**config.mk**
```make
export PLATFORM = sky130hd
export DESIGN_NAME = gray_count_reader
export DESIGN_NICKNAME = d
export VERILOG_FILES = /design/src/rtl/gray_count_reader.sv
export SDC_FILE = /design/constraint.sdc
export NUM_CORES = 1
export LEC_CHECK = 0
export CAP_MARGIN = 20
export CELL_PAD_IN_SITES_DETAIL_PLACEMENT = 1
export CELL_PAD_IN_SITES_GLOBAL_PLACEMENT = 1
export CORE_MARGIN = 8
export CORE_UTILIZATION = 42
export CTS_CLUSTER_SIZE = 30
export DETAILED_ROUTE_END_ITERATION = 10
export HOLD_SLACK_MARGIN = 0.03
export PLACE_DENSITY = 0.84
export SLEW_MARGIN = 25
export SYNTH_ARGS = -nofsm -noshare
export SYNTH_HDL_FRONTEND = slang
export SYNTH_SLANG_ARGS = --single-unit
```
**constraint.sdc**
```tcl
create_clock -name clk_master -period 4.05 [get_ports clk_master]
set_input_delay 0.405 -clock clk_master [delete_from_list [all_inputs] [get_ports clk_master]]
set_output_delay 0.405 -clock clk_master [all_outputs]
set_load 0.05 [all_outputs]
```
**src/rtl/gray_count_reader.sv**
```systemverilog
// gray_count_reader: synchronizes a gray-coded event count that ticks in another
// clock domain, decodes it to binary and hands out {absolute count, increment
// since the previous report} one report at a time. Also keeps a sticky flag for
// synchronized samples that moved by more than one gray bit in a single cycle.
//
// Handshake: a report is offered while valid is high, and count_out/delta_out
// hold still until the consumer raises ready in the same cycle (valid & ready on
// a rising edge = accepted). ready is ignored while valid is low.
module gray_count_reader #(
  parameter int WIDTH = 8
) (
  input  logic             clk_master,
  input  logic             rstb,
  input  logic [WIDTH-1:0] gray_in,
  input  logic             sample,
  input  logic             ready,
  output logic             valid,
  output logic [WIDTH-1:0] count_out,
  output logic [WIDTH-1:0] delta_out,
  output logic             sample_dropped,
  output logic             gray_err,
  output logic [1:0]       state_dbg_o
);

  typedef enum logic [1:0] {
    ST_IDLE    = 2'd0,
    ST_CAPTURE = 2'd1,
    ST_HOLD    = 2'd2
  } state_e;

  state_e           state_q, state_d;
  logic [WIDTH-1:0] sync1_q, sync2_q, gray_prev_q;
  logic             gray_err_q;
  logic [WIDTH-1:0] bin_w;
  logic [WIDTH-1:0] gray_diff_w;
  logic             multi_bit_w;
  logic             accept_w;
  logic             valid_q, valid_d;
  logic [WIDTH-1:0] count_q, count_d;
  logic [WIDTH-1:0] delta_q, delta_d;
  logic [WIDTH-1:0] bin_prev_q, bin_prev_d;
  logic             pending_q, pending_d;
  logic             dropped_q, dropped_d;
  logic             req_extra;

  // Gray-to-binary decode of the synchronized value: each binary bit is the XOR
  // of the gray bits at and above it.
  always_comb begin
    bin_w = '0;
    for (int i = 0; i < WIDTH; i++) begin
      bin_w[i] = ^(sync2_q >> i);
    end
  end

  // More than one bit set in the difference means the code skipped a step
  // (x & (x-1) clears the lowest set bit, so any remainder means two or more).
  assign gray_diff_w = sync2_q ^ gray_prev_q;
  assign multi_bit_w = (gray_diff_w & (gray_diff_w - WIDTH'(1))) != '0;
  assign accept_w    = valid_q & ready;

  // Two-flop synchronizer, one-cycle history of sync2 and the sticky integrity flag.
  always_ff @(posedge clk_master or negedge rstb) begin
    if (!rstb) begin
      sync1_q     <= '0;
      sync2_q     <= '0;
      gray_prev_q <= '0;
      gray_err_q  <= 1'b0;
    end else begin
      sync1_q     <= gray_in;
      sync2_q     <= sync1_q;
      gray_prev_q <= sync2_q;
      gray_err_q  <= gray_err_q | multi_bit_w;
    end
  end

  // Report FSM next state: capture, hold until accepted, remember one extra request.
  always_comb begin
    state_d    = state_q;
    valid_d    = valid_q;
    count_d    = count_q;
    delta_d    = delta_q;
    bin_prev_d = bin_prev_q;
    pending_d  = pending_q;
    dropped_d  = 1'b0;
    req_extra  = 1'b0;
    case (state_q)
      ST_IDLE: begin
        if (sample) state_d = ST_CAPTURE;
      end
      ST_CAPTURE: begin
        count_d    = bin_w;
        delta_d    = bin_w - bin_prev_q;
        bin_prev_d = bin_w;
        valid_d    = 1'b1;
        state_d    = ST_HOLD;
        req_extra  = sample;
      end
      ST_HOLD: begin
        if (accept_w) begin
          valid_d = 1'b0;
          if (pending_q || sample) begin
            pending_d = 1'b0;
            state_d   = ST_CAPTURE;
          end else begin
            state_d = ST_IDLE;
          end
        end else begin
          req_extra = sample;
        end
      end
      default: state_d = ST_IDLE;
    endcase
    // Only one request can wait behind the report in flight; a second is lost.
    if (req_extra) begin
      if (pending_q) dropped_d = 1'b1;
      else           pending_d = 1'b1;
    end
  end

  // Report FSM registers.
  always_ff @(posedge clk_master or negedge rstb) begin
    if (!rstb) begin
      state_q    <= ST_IDLE;
      valid_q    <= 1'b0;
      count_q    <= '0;
      delta_q    <= '0;
      bin_prev_q <= '0;
      pending_q  <= 1'b0;
      dropped_q  <= 1'b0;
    end else begin
      state_q    <= state_d;
      valid_q    <= valid_d;
      count_q    <= count_d;
      delta_q    <= delta_d;
      bin_prev_q <= bin_prev_d;
      pending_q  <= pending_d;
      dropped_q  <= dropped_d;
    end
  end

  assign valid          = valid_q;
  assign count_out      = count_q;
  assign delta_out      = delta_q;
  assign sample_dropped = dropped_q;
  assign gray_err       = gray_err_q;
  assign state_dbg_o    = state_q;

endmodule

```
; ---- After elaboration in Yosys (flattened, before gate mapping)
; Cells that the tools add are included.
[classes]
addsub = 2
eq_ne = 4
n_reduce_logical = 14
n_bitwise = 4
n_mux = 15
[ops]
columns = cell, count
row1 = $reduce_xor A8 Y1, 8
row2 = $mux W1, 10
row3 = $and A8 B8 Y8, 1
row4 = $reduce_bool A8 Y1, 1
row5 = $sub A8 B1 Y8 const B, 1
row6 = $sub A8 B8 Y8, 1
row7 = $xor A8 B8 Y8, 1
row8 = $pmux W2 S3, 1
row9 = $mux W2, 2
row10 = $ne A2 B2 Y1 const B, 2
row11 = $pmux W1 S2, 2
row12 = $reduce_and A2 Y1, 2
row13 = $eq A2 B1 Y1 const B, 1
row14 = $eq A2 B2 Y1 const B, 1
row15 = $logic_not A2 Y1, 1
row16 = $reduce_bool A2 Y1, 1
row17 = $and A1 B1 Y1, 1
row18 = $logic_or A1 B1 Y1, 1
row19 = $or A1 B1 Y1, 1
[word_totals]
wordCells = 49
inputBits = 12
regBits = 46
out_inout_bits = 21

; ---- Longest topological paths before layout
[logic_depth]
ltp_word = 6
mapped_depth = 13
depth_no_buf = 13

; ---- Worst setup path before layout
; No wires, ideal clock.
[synth_timing]
path_kind = reg2reg
from = register sync2_q[7]
to = register delta_q[6], in the netlist delta_out[6]
arrival_ns = 2.799
path_slack_ns = 1.155
t_required_ns = 3.955
synth_period_minus_slack_ns = 2.895
setup_time_ns = 0.095
n_path_buf = 0
path_stages_with_launch = 14
cell_sequence = dfrtp_1 -> xnor2_2 -> xnor2_4 -> xnor2_4 -> xor2_4 -> xnor2_2 -> ha_1 -> fa_1 -> nor2b_1 -> o21ai_1 -> a21boi_0 -> o21a_1 -> nor3_1 -> o31ai_1
[synth_via]
elab_chain_len = 2
word_cells_on_any_way = 8
classes_between = add/sub: 1 / reduce/logical: 7
[synth_rtl]
columns = item, line_no
row1 = from (decl), 32  ; logic [WIDTH-1:0] sync1_q, sync2_q, gray_prev_q;
row2 = from (signal assigned), 70  ; sync2_q <= sync1_q;
row3 = $reduce_xor A8 Y1, 51  ; bin_w[i] = ^(sync2_q >> i);
row4 = net bin_w[5], 34  ; logic [WIDTH-1:0] bin_w;
row5 = $sub A8 B8 Y8, 92  ; delta_d = bin_w - bin_prev_q;
row6 = to (signal assigned), 134  ; delta_q <= delta_d;
row7 = to (decl), 40  ; logic [WIDTH-1:0] delta_q, delta_d;
; The timed path passes the listed nets, and every way through them passes these cells.
; A chain may end at the register's enable or synchronous reset.

; ---- Worst setup path after layout
; Same ends and word-level chain as after synthesis.

==> results by group <==
Run status
  – Outcome: complete, no violations

Synthesis
  – Avg Synthesized Cell Area: about 12 sq um
  – Yosys Warn Count: 0
  – Async SR Flop Fraction: 100%
  – #FFs+latches synth: 46
  – Sequential share of the synthesized area: 55.3%
  – Post-Synthesis Cells: around 180
  – Number of synthesized flops with an enable pin: 0
  – Post-synth net total: ~200
  – Post-synth cell types: 35
  – Cell Area, Synth: 0.00208 sq mm
  – Dominant synthesized flop cell: dfrtp_1

Floorplanning
  – Die X-Extent: slightly below 90 microns
  – Die ar.: about 0.0075 sq mm
  – Rows: 25
  – Core area: ~0.0048 sq mm
  – IO Pins: 33
  – Initial core utilization: between 40% and 50%
  – Die Y: between 80 and 90 microns

Final layout
  – Area grow syn2layout: 23.4%
  – Layout cells sized above 1: roughly 10%
  – N_diodes: 0
  – Fin nets: about 240

Clocking
  – Post-CTS Hold Buffers: 0
  – CTS resizes: 0
  – CTS max path bufs: 2
  – Clock sink count: 46
  – Worst skew pair latency: about 300 ps
  – Post-CTS Setup Bufs: 0
  – CTS clock-pin slew for the worst setup and hold paths: around 80 ps
  – Total CTS buffers: 5
  – H-tree levels: 2
  – TritonCTS clock tree: yes
  – Clk Tree Root Cell: clkbuf_8

Run
  – Max-cap violations: 0

Pwr
  – Power Density: 816 mW/mm^2
  – Logic pwr share: between 50 and 60%
  – Net switching power: 965 uW
  – Static leakage: around 0.0011 uW
  – Fraction of power spent switching nets: a little under half
  – Clock group share of total power: 13.2%
  – Internal Dissipation: roughly 1100 uW
  – Sequential share of power: 31.4%
  – VDD IR max: ~0.60 mV

Global routing
  – First-pass GRT wire length: 6980 microns
  – Vias in the first global route: roughly 1,500
  – Grt ovf: 0
  – Initial antenna violation count: 0
  – GRT Overall Usage: about an eighth
  – Largest net degree at the start of global routing: 47

Drt
  – 1st-iter DRT viols: 34
  – Top routing layer used: met4
  – WL/cell: 14.6 microns
  – WL met2: just over 2000 microns
  – # DRC: 0
  – Routed metal-1 wirelength: around 1800 microns
  – Total Wirelength: 4090 microns
  – Via count: 1,344
  – Detail Route Antenna Nets: 0
  – Avg Vias per Cell: 4.80
  – Metal3 WL: approximately 150 microns
  – First-pass DRT Iterations: 3

STA
  – Relative slew slack: 58.8%
  – Final Max Slew Viols: 0
  – Post-route setup slack: between 700 and 800 ps
  – Fin crit share: roughly four fifths
  – Final hold slack: 103 ps
  – Max Clock Freq: a little over 300 MHz
  – Count of final hold-check violations: 0
  – Clock skew: 4.29 ps
  – Fin crit period: between 3000 and 4000 ps
  – Setup total negative slack: 0 ps
  – Least-Margin Pin Slew: approximately 610 ps
  – RSZ-0062 raised after global routing: no
  – Final setup vio count: 0

Critical path
  – Crit-path cells: xnor2_2, xnor2_4, xnor2_4, xor2_4, xnor2_2, ha_1, fa_1, nor2b_1, o21ai_1, a21boi_0, o21a_1, nor3_1, o31ai_1
  – Critical Path End Type: flop
  – Worst-path fanout max: 5
  – Crit path DAT: about 3500 ps
  – Critical Path Max Stage Delay: approximately 480 ps
  – WS Path Type: flop to flop
  – WP data required: between 4000 and 5000 ps
  – CP Launch Type: flop
  – Critical path's slowest cell: dfrtp_1

Hold path
  – HP Class: input pin to async pin

Placed design
  – IO Port Bufs: 32
  – HPWL after detailed placement: 3100 microns
  – DP Worst Slack: 793 ps
  – Gpl congestion: 0.719
## through the flow
| step | total power [uW] | util [%] | instance area, sq um | std cells |
|---|---|---|---|---|
| 2_1_floorplan | 1480 | - | 2080 | 175 |
| 3_5_place_dp | 1840 | 52.1 | 2480 | 272 |
| 4_1_cts | 2130 | 54.0 | 2570 | 280 |
| 6_report | 2100 | 54.1 | 2570 | 280 |
| 3_3_place_gp | 1800 | 52.1 | 2480 | 272 |
| 5_1_grt | 2240 | 54.1 | 2570 | 280 |
## flip-flops by register name, indices dropped and copies added, names as in the netlist
register / flops
bin_prev_q: 8
gray_err: 1
sync2_q: 8
delta_out: 8
sample_dropped: 1
valid: 1
sync1_q: 8
state_dbg_o: 2
pending_q: 1
gray_prev_q: 8
## cell usage after synthesis (all sizes together), types with 2 or more instances
library cell	instances	area [sq um]
ha	11	138
clkbuf	3	11.3
nor3	3	15.0
mux2	4	45.0
a21oi	8	43.8
a31oi	2	12.5
o21ai	11	55.1
a211oi	2	15.0
xor2	7	80.1
a21boi	2	15.0
o21a	3	22.5
nand2	14	52.6
dfrtp	46	1150
nor2b	2	12.5
xnor2	14	183
nor2	10	37.5
inv	18	67.6
or3	2	12.5
o22ai	2	12.5
## power groups by stage
| stage | Combinational [uW] | Sequential [uW] | Clock [uW] |
|---|---|---|---|
| 6_report | 1160 | 659 | 277 |
| 5_1_grt | 1250 | 677 | 309 |
| 4_1_cts | 1180 | 663 | 291 |
| 3_5_place_dp | 1170 | 671 | 0 |
| 3_3_place_gp | 1140 | 664 | 0 |
| 2_1_floorplan | 499 | 980 | 0 |
## final timing paths
check	start	end	slack, ps	cells past startpoint
worst min register to register	sync1_q[2]	sync2_q[2]	360	0
worst max register to register	sync2_q[7]	delta_out[6]	770	13
max in group asynchronous	rstb	sync2_q[3]	3560	1
worst min-delay path	rstb	sync1_q[6]	100	1
min in group clk_master	sync1_q[2]	sync2_q[2]	360	0
worst max-delay path	sync2_q[7]	delta_out[6]	770	13
## placed cells by master (no fill, tap or decap), types with 2 or more instances in the layout
cell type / instances
clkbuf_8: 5
xor2_1: 6
dfrtp_1: 46
xnor2_4: 2
xnor2_2: 3
ha_1: 11
mux2_2: 4
buf_4: 2
o21a_1: 3
xnor2_1: 9
nor2_1: 10
clkdlybuf4s50_1: 31
nor2b_1: 2
or3_1: 2
nor3_1: 3
o22ai_1: 2
nand2_1: 14
inv_1: 18
o21ai_1: 3
a21oi_1: 7
o21ai_0: 8
a211oi_1: 2
a31oi_1: 2
a21boi_0: 2
## critical path, delay by kind of cell, from the launching register on
family                   cells  cell delay [ps]
XOR/XNOR                     5             1160
AND/OR/NAND/NOR              2              180
flip-flops                   1              480
adder cells (fa/ha/maj)      2              620
AO/OA/AOI/OAI                4              740
## routing by layer
| metal | track usage (%) | vias up |
|---|---|---|
| met5 | 0 | - |
| li1 | - | 651 |
| met1 | 13.5 | 664 |
| met4 | 3.76 | 0 |
| met3 | 3.40 | 5 |
| met2 | 20.6 | 24 |
## cells by family (layout without fill, tap and decap cells)
group                      after synthesis  count (layout)  share of synthesized area, %
DFF                                     46              46                          55.3
AOI/OAI and AO/OA                       35              35                          10.3
and+or+nand+nor                         34              34                          7.21
xor gates and xnor gates                21              21                          12.6
buffers and inverters                   21              59                          3.79
adders and majority gates               13              13                          8.11
muxes                                    5               5                          2.64
## final cells by class
cell class,count,area (sq um)
clock buffer,5,68.8
clock inverter,3,21.3
fill,525,2180
inverter,18,67.6
multi-input combinational,108,852
sequential,46,1150
tap,67,83.8
timing repair buffer,33,325
No activity file was read; power rests on OpenSTA's default activity.
